File: config.mk
export PLATFORM = sky130hd
export DESIGN_NAME = score_keeper_flat
export DESIGN_NICKNAME = d
export VERILOG_FILES = /design/src/rtl/score_keeper_if.sv /design/src/rtl/score_keeper.sv /design/src/flat_wrapper.sv
export SDC_FILE = /design/constraint.sdc
export NUM_CORES = 1
export LEC_CHECK = 0
export BUFFER_PORTS_ARGS = -buffer_cell sky130_fd_sc_hd__buf_2
export CAP_MARGIN = 0
export CORE_ASPECT_RATIO = 0.8
export CORE_UTILIZATION = 30
export DETAILED_ROUTE_END_ITERATION = 6
export PLACE_DENSITY = 0.49
export SLEW_MARGIN = 10
export SYNTH_ARGS = -nofsm -noshare
export SYNTH_HDL_FRONTEND = slang
export SYNTH_SLANG_ARGS = --single-unit
export TNS_END_PERCENT = 100
File: constraint.sdc
create_clock -name clock -period 3.54 [get_ports clock]
set_clock_uncertainty 0.05 [all_clocks]
set_input_delay 0.354 -clock clock [delete_from_list [all_inputs] [get_ports clock]]
set_output_delay 0.354 -clock clock [all_outputs]
set_load 0.05 [all_outputs]
File: src/rtl/score_keeper_if.sv
// -----------------------------------------------------------------------------
// score_keeper_if
//   Bundles the round-result lights, score controls and display outputs of the
//   score keeper. The player side (master) drives the lights and controls; the
//   score keeper (slave) drives the display and status outputs.
//
//   correct_light   player -> keeper  high while a correct result is shown
//   incorrect_light player -> keeper  high while an incorrect result is shown
//   clear           player -> keeper  synchronous score clear
//   show_sel[1:0]   player -> keeper  0 wins, 1 losses, 2 streak, 3 best
//   score_lights    keeper -> player  registered display value
//   round_done      keeper -> player  one-cycle pulse per scored round
//   new_best        keeper -> player  high while the new-best flash is shown
// -----------------------------------------------------------------------------
interface score_keeper_if;
    logic       correct_light;
    logic       incorrect_light;
    logic       clear;
    logic [1:0] show_sel;
    logic [7:0] score_lights;
    logic       round_done;
    logic       new_best;

    modport master (
        output correct_light,
        output incorrect_light,
        output clear,
        output show_sel,
        input  score_lights,
        input  round_done,
        input  new_best
    );

    modport slave (
        input  correct_light,
        input  incorrect_light,
        input  clear,
        input  show_sel,
        output score_lights,
        output round_done,
        output new_best
    );
endinterface

File: src/rtl/score_keeper.sv
// -----------------------------------------------------------------------------
// score_keeper
//   Turns each rising edge of the player's round-result lights into one scored
//   round and keeps saturating win / loss / current-streak / best-streak
//   counters. The selected counter is shown on an 8-bit display; whenever a new
//   best streak is set the display flashes all-ones for FLASH_CYCLES cycles.
//
//   clock   system clock
//   reset   asynchronous, active-high reset
//   bus     score_keeper_if.slave (lights and controls in, display out)
//
//   CNT_W         counter width, 1..8; counters saturate at 2**CNT_W-1
//   FLASH_CYCLES  length of the new-best flash in cycles, >= 1
// -----------------------------------------------------------------------------
module score_keeper #(
    parameter int CNT_W        = 4,
    parameter int FLASH_CYCLES = 20
) (
    input  logic                 clock,
    input  logic                 reset,
    score_keeper_if.slave        bus
);

    localparam int FW = (FLASH_CYCLES > 1) ? $clog2(FLASH_CYCLES) : 1;

    localparam logic [CNT_W-1:0] CNT_MAX    = '1;
    localparam logic [CNT_W-1:0] CNT_ONE    = CNT_W'(1);
    localparam logic [FW-1:0]    FLASH_LOAD = FW'(FLASH_CYCLES - 1);
    localparam logic [FW-1:0]    FLASH_ONE  = FW'(1);

    typedef enum logic {
        DISPLAY = 1'b0,
        FLASH   = 1'b1
    } state_t;

    state_t           state;
    logic [FW-1:0]    flash_cnt;
    logic [CNT_W-1:0] wins;
    logic [CNT_W-1:0] losses;
    logic [CNT_W-1:0] streak;
    logic [CNT_W-1:0] best;
    logic             prev_c;
    logic             prev_i;

    logic             win_ev;
    logic             loss_ev;
    logic             win_only;
    logic [CNT_W-1:0] streak_inc;
    logic             beat_best;
    logic [7:0]       sel_val;

    function automatic logic [CNT_W-1:0] sat_inc(input logic [CNT_W-1:0] v);
        return (v == CNT_MAX) ? v : v + CNT_ONE;
    endfunction

    // NOTE: every signal written here gets a default first, so no path can
    // leave it unassigned and infer a latch.
    always_comb begin
        win_ev     = 1'b0;
        loss_ev    = 1'b0;
        win_only   = 1'b0;
        streak_inc = '0;
        beat_best  = 1'b0;
        sel_val    = 8'h00;

        win_ev     = bus.correct_light & ~prev_c;
        loss_ev    = bus.incorrect_light & ~prev_i;
        // Simultaneous rising edges score as a loss only.
        win_only   = win_ev & ~loss_ev;
        streak_inc = sat_inc(streak);
        // A saturated streak equal to best is not "greater", so no re-flash.
        beat_best  = win_only && (streak_inc > best);

        case (bus.show_sel)
            2'd0:    sel_val = 8'(wins);
            2'd1:    sel_val = 8'(losses);
            2'd2:    sel_val = 8'(streak);
            default: sel_val = 8'(best);
        endcase
    end

    // NOTE: all state here uses non-blocking assignments so every register
    // samples the pre-edge values of the others, whatever the statement order.
    always_ff @(posedge clock or posedge reset) begin
        if (reset) begin
            state            <= DISPLAY;
            flash_cnt        <= '0;
            wins             <= '0;
            losses           <= '0;
            streak           <= '0;
            best             <= '0;
            prev_c           <= 1'b0;
            prev_i           <= 1'b0;
            bus.score_lights <= 8'h00;
            bus.round_done   <= 1'b0;
            bus.new_best     <= 1'b0;
        end else begin
            // Edge detectors track the lights even while clearing, so a level
            // held across a clear is not scored afterwards.
            prev_c <= bus.correct_light;
            prev_i <= bus.incorrect_light;

            if (bus.clear) begin
                state            <= DISPLAY;
                flash_cnt        <= '0;
                wins             <= '0;
                losses           <= '0;
                streak           <= '0;
                best             <= '0;
                bus.score_lights <= 8'h00;
                bus.round_done   <= 1'b0;
                bus.new_best     <= 1'b0;
            end else begin
                bus.round_done <= win_ev | loss_ev;

                if (loss_ev) begin
                    losses <= sat_inc(losses);
                    streak <= '0;
                end else if (win_ev) begin
                    wins   <= sat_inc(wins);
                    streak <= streak_inc;
                    if (beat_best) begin
                        best <= streak_inc;
                    end
                end

                if (beat_best) begin
                    // New best: start (or restart) the flash.
                    state            <= FLASH;
                    flash_cnt        <= FLASH_LOAD;
                    bus.score_lights <= 8'hFF;
                    bus.new_best     <= 1'b1;
                end else if (state == FLASH && !loss_ev && flash_cnt != '0) begin
                    state            <= FLASH;
                    flash_cnt        <= flash_cnt - FLASH_ONE;
                    bus.score_lights <= 8'hFF;
                    bus.new_best     <= 1'b1;
                end else begin
                    // Flash expired, aborted by a loss, or plain display.
                    state            <= DISPLAY;
                    flash_cnt        <= '0;
                    bus.score_lights <= sel_val;
                    bus.new_best     <= 1'b0;
                end
            end
        end
    end

endmodule

File: src/flat_wrapper.sv
// flat-port wrapper written by rule: the top's interface ports become plain ports
module score_keeper_flat 
#(
    parameter int CNT_W        = 4,
    parameter int FLASH_CYCLES = 20
)
  (clock, reset, bus_correct_light, bus_incorrect_light, bus_clear, bus_show_sel, bus_score_lights, bus_round_done, bus_new_best);
  score_keeper_if bus_i ();
  input  logic clock;
  input  logic reset;
  input wire logic [$bits(bus_i.correct_light)-1:0] bus_correct_light;
  input wire logic [$bits(bus_i.incorrect_light)-1:0] bus_incorrect_light;
  input wire logic [$bits(bus_i.clear)-1:0] bus_clear;
  input wire logic [$bits(bus_i.show_sel)-1:0] bus_show_sel;
  output wire logic [$bits(bus_i.score_lights)-1:0] bus_score_lights;
  output wire logic [$bits(bus_i.round_done)-1:0] bus_round_done;
  output wire logic [$bits(bus_i.new_best)-1:0] bus_new_best;
  assign bus_i.correct_light = bus_correct_light;
  assign bus_i.incorrect_light = bus_incorrect_light;
  assign bus_i.clear = bus_clear;
  assign bus_i.show_sel = bus_show_sel;
  assign bus_score_lights = bus_i.score_lights;
  assign bus_round_done = bus_i.round_done;
  assign bus_new_best = bus_i.new_best;
  score_keeper #(.CNT_W(CNT_W), .FLASH_CYCLES(FLASH_CYCLES)) u_core (.clock(clock), .reset(reset), .bus(bus_i));
endmodule
==> results list, run 1 <==
- Power spread over the standard cell area amounts to 409 nW/um^2.
* Async set or reset register ratio after synthesis: 1.00
* Most numerous cell in the Yosys netlist: sky130_fd_sc_hd__dfrtp_1
* Synthesis-to-layout area growth: 9.67%
* Seq/Total Area, Yosys: 0.442
- Remaining Overflow, GRT: 0
- Mean routed wirelength per cell: 14.1 um
* Cell at the root of the clock tree: sky130_fd_sc_hd__clkbuf_8
- Input and output buffers added on the ports amount to 16.
- Fill cells in the final layout number 508.
* Slew Limit Headroom: 0.316
* Metal-1 WL: 1.65 mm
- The routed layout has 1,109 vias.
* Status: finished, violations left
- Yosys printed 0 warnings.
- Signal arrival time at the worst endpoint: 2.68 ns
- Walking the worst path, the cells encountered are ha_1 -> nand3_2 -> mux2i_1 -> inv_1 -> ha_1 -> nor2b_1 -> o211ai_2 -> a21oi_4 -> mux2_2.
* Maximum number of pins on one net before global-route repair: 30
* Met2 WL: 1.31 mm
- Chip Height: 68.2 um
* Worst skew pair latency: 0.27 ns
- Of all cell types, the one taking the most synthesized area is sky130_fd_sc_hd__dfrtp_1.
- Final setup violation count: 0
* Startpoint Class: register
- DRC Markers: 1
* Leakage: 0.000818 uW
- 17 I/O pins were placed.
- The min-delay analysis places its worst path in the category in -> async.
* CTS tree: built
- First-pass DRT Iterations: 7
- The share of synthesized area in the top cell type comes to 0.442.
* RSZ-0062 raised after global routing: no
- Final total negative setup slack: 0 ns
- Count of routing violations after the opening detailed-route iteration: 55
- Reg area: 726 um^2
- The worst-case IR drop observed on VDD is 0.116 mV.
* Post-synthesis area per instance: 11.1 um^2
* Multi-input gate area in the final layout: 815 um^2
- The congestion estimate from routability-driven global placement came to 0.840.
* HPWL reported at the end of detailed placement: 2.35 mm
* Total buffers and inverters traversed by the critical path: 1
* Maximum fanout along the worst path: 6
- H-tree levels: 2
- The core region is 5150 um^2.
* Startpoint-to-endpoint class of the critical path: reg -> reg
- After synthesis, the netlist uses 43 different library cells.
* Max-cap violations: 0
- For this run, the post-layout net count is 177.
- The final reports fail on DRC.
- Post-synthesis instance area: 1640 um^2
- Required time of the critical path: 3.64 ns
- Number of placement rows: 23
- The worst path needs 2.57 ns of the cycle, external delays included.
- Dividing the final minimum period by the clock period gives 0.727.
- In the final layout, the share of cells above drive strength 1 is 0.230.
- Seq cells post-synth: 29
* Clock Sink Count: 29
- Post-synth top cells: sky130_fd_sc_hd__dfrtp_1 (29), sky130_fd_sc_hd__nor2_1 (15), sky130_fd_sc_hd__a21oi_1 (12)
- Once placement completed, the tool counted placed cells totaling 217.
- Peak per-stage delay on the critical path: 0.45 ns
- Die footprint: 5780 um^2
- Synthesized instance count: 148
* CTS hold repair buffers: 0
* Via count of the first global-routing pass: 1,122
- After clock tree synthesis, the clock-pin slew on the worst setup and hold paths is 0.06 ns.
- Count of nets left with antenna violations after detail routing: 0
* Total clock buffers created by CTS: 5
* Finished Layout Cells: 223
- The die is 84.7 um wide.
- Cell family with most CP delay: multiplexers
- First-pass GRT wire length: 5.53 mm
* Highest clock rate: 389 MHz
- By area the synthesized netlist is led by sky130_fd_sc_hd__dfrtp_1 (44%), sky130_fd_sc_hd__ha_1 (6.1%), sky130_fd_sc_hd__mux4_2 (5.5%).
- In this run the post-CTS setup repair buffer count came out at 0.
* Number of buffers on the longest clock path: 2
* Highest-delay cell along the critical path: sky130_fd_sc_hd__dfrtp_1
* Length of routed met3 wiring: 125 um
- Total inserted antenna cells: 0
* Nets in the synthesized netlist: 163
- The highest metal layer carrying signal wires in the routed design is met4.
- Final hold violations: 0
* Detailed Route WL: 3.14 mm
- Number of resized instances in the post-cts repair step: 0
* Antenna violations before repair: 0
- At the pin with the least slew margin, the transition time is 1.02 ns.
- For this configuration, the core starts out at a cell density of 0.319.
- Across every metal layer, demand over resource in global routing totals 0.128.
- CP dominant cell by count: sky130_fd_sc_hd__ha_1
- Max Transition Viols Final: 0
* Detail-routed via count per cell: 4.97
- Counting flops with a built-in enable in the synthesized netlist gives 0.
* Setup crit end kind: register
- The most used flip-flop cell after synthesis is sky130_fd_sc_hd__dfrtp_1.
layer usage:
layer,up-vias,global-route usage
met5,-,0
met4,0,0.0508
met3,4,0.0374
met2,22,0.207
met1,534,0.165
li1,549,-
per-stage QoR:
step            util  power (uW)  worst slack, ns  hold slack (ns)  instance area [um^2]
5_1_grt        0.350         782            0.770            0.150                  1800
4_1_cts        0.350         751            0.963            0.146                  1800
3_5_place_dp   0.335         500            0.984            0.433                  1730
2_1_floorplan      -         476             1.20            0.335                  1640
3_3_place_gp   0.335         498             1.08            0.431                  1730
6_report       0.350         738            0.968            0.142                  1800
registers in the layout, summed over array words and instances (netlist names):
| name | cells |
|---|---|
| u_core.prev_i | 1 |
| u_core.wins | 4 |
| u_core.best | 4 |
| u_core.bus.round_done | 1 |
| u_core.losses | 4 |
| u_core.bus.score_lights | 4 |
| u_core.streak | 4 |
| u_core.prev_c | 1 |
| u_core.state | 1 |
| u_core.flash_cnt | 5 |
worst register-to-register path, stage by stage (launching register included):
cell and delay (ns):
sky130_fd_sc_hd__dfrtp_1 0.45, sky130_fd_sc_hd__ha_1 0.29, sky130_fd_sc_hd__nand3_2 0.13, sky130_fd_sc_hd__mux2i_1 0.28, sky130_fd_sc_hd__inv_1 0.08, sky130_fd_sc_hd__ha_1 0.29
sky130_fd_sc_hd__nor2b_1 0.17, sky130_fd_sc_hd__o211ai_2 0.14, sky130_fd_sc_hd__a21oi_4 0.23, sky130_fd_sc_hd__mux2_2 0.36
kinds of logic (layout without fill, tap and decap cells):
family,after synthesis,in the layout,synth area share
adders and majority gates,8,8,0.0609
xor gates and xnor gates,6,6,0.0320
and+or+nand+nor,49,49,0.174
buffers and inverters,17,30,0.0624
DFF,29,29,0.442
muxes,13,13,0.112
AOI/OAI and AO/OA,26,26,0.117
final timing paths:
check | start | endpoint | slack, ns | depth (start not counted)
setup / recovery | u_core.streak[0] | u_core.best[0] | 0.97 | 9
hold / removal | reset | u_core.losses[2] | 0.14 | 2
hold reg to reg | u_core.losses[3] | u_core.losses[3] | 0.48 | 1
max in group asynchronous | reset | u_core.best[2] | 2.83 | 2
min in group clock | bus_correct_light | u_core.prev_c | 0.15 | 1
setup reg to reg | u_core.streak[0] | u_core.best[0] | 0.97 | 9
cell type report:
class / count / area share
Inverter: 8 / 0.0167
Clock inverter: 1 / 0.00278
Sequential cell: 29 / 0.403
Timing Repair Buffer: 16 / 0.0444
Multi-Input combinational cell: 102 / 0.452
Tap cell: 62 / 0.0431
Clock buffer: 5 / 0.0382
report_power, final:
group,internal [uW],leakage [uW],total (uW),switching [uW]
clock network,129,0.0000399,245,116
registers,349,0.000392,365,15.9
logic,46.1,0.000385,128,82.3
cell usage in the layout, fill, tap and decap left out, types with 3 or more instances in the layout:
cell type                  instances
sky130_fd_sc_hd__nor2_1           15
sky130_fd_sc_hd__mux2_2            3
sky130_fd_sc_hd__ha_1              8
sky130_fd_sc_hd__nor2b_1           5
sky130_fd_sc_hd__mux2i_1           6
sky130_fd_sc_hd__xor2_1            3
sky130_fd_sc_hd__inv_1             7
sky130_fd_sc_hd__nand2_1           8
sky130_fd_sc_hd__dfrtp_1          29
sky130_fd_sc_hd__clkbuf_8          5
sky130_fd_sc_hd__a21oi_1          12
sky130_fd_sc_hd__nand4_1           3
sky130_fd_sc_hd__buf_2            16
sky130_fd_sc_hd__mux4_2            4
sky130_fd_sc_hd__xnor2_1           3
sky130_fd_sc_hd__nand3_1           3
Power figures use the tool's default switching activity.
==> run 2, diff against run 1 <==
- ABC_AREA: default -> 1
- clock period: 3.54 -> 2.4 ns (I/O delays scaled with it)
==> run 2 against run 1 <==
  * The run now ends clean
  * Sequential power grew 49%
  * Hold slack lost 0.12 ns
  * Die area rose by 2.4%
  * Clock-buffer cell count up 1
  * Critical endpoint is now u_core.bus.score_lights[0]
  * Largest power group unchanged
==> results list, run 2 <==
* Status: finished, final reports clean
- Filler cell count in the final layout: 553 (+8.9%)
* Pwr dens: 601 nW/um^2 (+47%)
* Total inserted antenna cells: 0 (unchanged)
* CP dominant cell by count: sky130_fd_sc_hd__nand2_1
* List of cells traversed by the critical path: ha_1 -> nand2_1 -> nand2_1 -> o21ai_1 -> inv_1 -> ha_1 -> nand2_1 -> inv_1 -> nand2_1 -> nand2_1 -> nand2_8 -> nand2_4 -> nand2_4 -> nand2_1
- TritonCTS built the clock tree.
- The final critical-path share of the clock period was 0.880 (+0.153).
* Count of port buffers added during placement: 16 (unchanged)
- Signal arrival time at the worst endpoint: 2.23 ns (-0.45 ns)
- The net count reported at finish came to 243 (+37%).
- The leakage power summed over all cells is 0.00100 uW (+23%).
* Detailed Route WL: 3.56 mm (+14%)
* Cell at the root of the clock tree: sky130_fd_sc_hd__clkbuf_8
- The core utilization of the finished layout came to 0.367 (+0.0173).
- Unique masters post-synth: 28 (-35%)
- Chip Height: 69.0 um (+1.2%)
- The number of routed nets with antenna violations is 0 (unchanged).
- The fraction of layout cells with a size suffix above 1 is 0.183 (-0.0464).
- The worst setup path is captured at a register.
- Number of placement rows: 23 (unchanged)
- The average footprint of a synthesized cell came to 8.01 um^2 (-28%).
- The number of flip-flops in the largest register is 5 (unchanged).
* Worst setup slack before clock tree synthesis: 0.309 ns (-0.675 ns)
- Antenna violations before repair: 0 (unchanged)
* Via count of the first global-routing pass: 1,301 (+16%)
* HPWL reported at the end of detailed placement: 2.62 mm (+12%)
- The number of DRC markers after the initial detailed-route iteration was 107 (+95%).
* Async set or reset register ratio after synthesis: 1.00 (unchanged)
* Mean routed wirelength per cell: 11.7 um (-17%)
- The placer congestion estimate was 0.821 (-2.3%).
- The average via count per standard cell came to 4.41 (-11%).
* DRC Markers: 0 (-1)
* Shortest period the worst path allows: 2.11 ns (-0.460 ns)
* Most common cell after layout, fill and taps aside: sky130_fd_sc_hd__nand2_1
- Most flop-heavy register: u_core.flash_cnt
- Post-synthesis instance area: 1680 um^2 (+2.4%)
- The number of flops mapped to enable cells by yosys came to 0 (unchanged).
- The largest net degree at the start of global routing is 30 (unchanged).
- Most numerous cell in the Yosys netlist: sky130_fd_sc_hd__nand2_1
- The overall power of the completed layout came to 1150 uW (+56%).
* Worst voltage drop across the vdd grid: 0.271 mV (+130%)
- The number of max-capacitance violations reported was 0 (unchanged).
- Final worst setup slack: 0.288 ns (-0.680 ns)
* Post-synthesis cell type with the largest combined area: sky130_fd_sc_hd__dfrtp_1
- The first-pass GRT wire length is 6.36 mm (+15%).
* Required time of the critical path: 2.52 ns (-1.12 ns)
- The starting density of the core was 0.323 (+0.00416).
* RSZ-0062 raised after global routing: no
- The clock input transition at the sequential cells of the worst setup and hold paths is 0.07 ns (about the same).
- The highest achievable clock rate was 473 MHz (+22%).
* Startpoint Class: register
- Fraction of synthesized cell area taken by the top area cell type: 0.431 (-0.0105)
* Slew Limit Headroom: 0.752 (+0.436)
* Aggregate global-route resource usage: 0.144 (+0.0156)
- By area the synthesized netlist is led by sky130_fd_sc_hd__dfrtp_1 (43%), sky130_fd_sc_hd__nand2_1 (12%), sky130_fd_sc_hd__ha_1 (5.9%).
- Die width: 85.7 um (+1.2%)
- Clock Sink Count: 29 (unchanged)
- Count of warnings emitted by yosys: 0 (unchanged)
* Startpoint-to-endpoint class of the critical path: reg -> reg
* Area of the core region: 5210 um^2 (+1.1%)
- The overall die area is 5910 um^2 (+2.4%).
- The slowest stage of the critical path is the sky130_fd_sc_hd__dfrtp_1 cell.
- Maximum fanout along the worst path: 10 (+4)
- Total clock buffers created by CTS: 5 (unchanged)
- The library cells used most frequently in the layout, excluding fill and tap cells, are sky130_fd_sc_hd__nand2_1 (55), sky130_fd_sc_hd__dfrtp_1 (29), sky130_fd_sc_hd__inv_1 (22), sky130_fd_sc_hd__nand3_1 (20), sky130_fd_sc_hd__buf_2 (16).
* Nets in the synthesized netlist: 225 (+38%)
* Number of resized instances in the post-cts repair step: 0 (unchanged)
- The clock latency on the worst-skew pair was 0.28 ns (about the same).
* Slew at the pin with the worst max-slew slack: 0.371 ns (-0.648 ns)
* Max Transition Viols Final: 0 (unchanged)
* Peak per-stage delay on the critical path: 0.42 ns (-0.03 ns)
* Final hold violations: 0 (unchanged)
* Synthesized instance count: 210 (+42%)
- The count of vias placed by the detailed router came to 1,340 (+21%).
* Post-synth top cells: sky130_fd_sc_hd__nand2_1 (55), sky130_fd_sc_hd__dfrtp_1 (29), sky130_fd_sc_hd__inv_1 (22)
* Seq/Total Area, Yosys: 0.431 (-0.0105)
- First-pass DRT Iterations: 4 (-3)
- The min-delay analysis places its worst path in the category in -> reg.
* Dominant register cell in the synthesized netlist: sky130_fd_sc_hd__dfrtp_1
- The final setup violation count is 0 (unchanged).
- Buffers inserted by post-CTS timing repair: 0 (unchanged)
* Seq cells post-synth: 29 (unchanged)
- The accumulated negative setup slack came to 0 ns (unchanged).
- H-tree levels: 2 (unchanged)
- Synthesis-to-layout area growth: 13.6%
- Number of buffers on the longest clock path: 2 (unchanged)
- The global route total overflow is 0 (unchanged).
- I/O Pins: 17 (unchanged)
[run 2: cell count changes after synthesis, sizes merged, moves of 2 or more]
| cell | delta |
|---|---|
| a21oi | -5 |
| inv | +18 |
| mux2 | -3 |
| mux2i | -6 |
| mux4 | -4 |
| nand2 | +53 |
| nand2b | -2 |
| nand3 | +15 |
| nor2b | -6 |
| nor4 | -2 |
| o21ai | +14 |
| xor2 | -2 |
[run 2: final timing paths]
path | startpoint | endpoint | slack, ns | cells after the start
max | u_core.streak[0] | u_core.bus.score_lights[0] | 0.29 | 14
min | bus_correct_light | u_core.prev_c | 0.03 | 1
max reg2reg | u_core.streak[0] | u_core.bus.score_lights[0] | 0.29 | 14
min reg2reg | u_core.best[3] | u_core.best[3] | 0.45 | 2
max in group asynchronous | reset | u_core.prev_c | 1.51 | 4
min in group asynchronous | reset | u_core.flash_cnt[1] | 0.51 | 4
[run 2: logic make-up after synthesis]
family                     Yosys count  share of synthesized area
xor gates and xnor gates             4                     0.0208
adders and majority gates            8                     0.0595
and+or+nand+nor                    107                      0.305
DFF                                 29                      0.431
buffers and inverters               34                     0.0892
AOI/OAI and AO/OA                   28                     0.0944
[run 2: worst max-delay path: cells and delay by family, from the launching register on]
| kind | cells | cell delay, ns |
|---|---|---|
| DFF | 1 | 0.42 |
| and+or+nand+nor | 9 | 0.71 |
| adders and majority gates | 2 | 0.56 |
| AOI/OAI and AO/OA | 1 | 0.15 |
| buffers and inverters | 2 | 0.10 |
[run 2: layout make-up]
class / instances / area [um^2] / area share
Sequential cell: 29 / 726 / 0.380
Timing Repair Buffer: 19 / 105 / 0.0550
Inverter: 26 / 97.6 / 0.0510
Multi-Input combinational cell: 147 / 807 / 0.422
Clock buffer: 6 / 72.6 / 0.0380
Tap cell: 75 / 93.8 / 0.0491
Clock inverter: 2 / 10.0 / 0.00524
[run 2: layer usage]
| metal | vias up | global-route usage | wire length [um] |
|---|---|---|---|
| met3 | 4 | 0.0417 | 211 |
| met2 | 24 | 0.207 | 1440 |
| met5 | - | 0 | 0 |
| met4 | 0 | 0.0479 | 11 |
| met1 | 596 | 0.206 | 1900 |
| li1 | 716 | - | - |
[run 2: timing repair]
| action | in CTS | in global routing |
|---|---|---|
| hold buffers | 1 | 0 |
| setup endpoints to repair | 0 | 0 |
| hold endpoints to repair | 29 | 0 |
[run 2: stage by stage]
stage | hold slack [ns] | instance area, um^2 | cells
global placement | 0.287 | 1820 | 295
CTS | 0.0170 | 1910 | 304
global route | 0.0274 | 1910 | 304
finish | 0.0258 | 1910 | 304
floorplan | 0.221 | 1680 | 210
detailed placement | 0.293 | 1820 | 295
[run 2: where the power goes]
| part | switching (uW) | leakage, uW | internal (uW) | total, uW |
|---|---|---|---|---|
| combinational | 146 | 0.000568 | 62.9 | 209 |
| sequential | 27.2 | 0.000390 | 518 | 545 |
| clock | 194 | 0.0000450 | 201 | 395 |
| total | 367 | 0.00100 | 782 | 1150 |
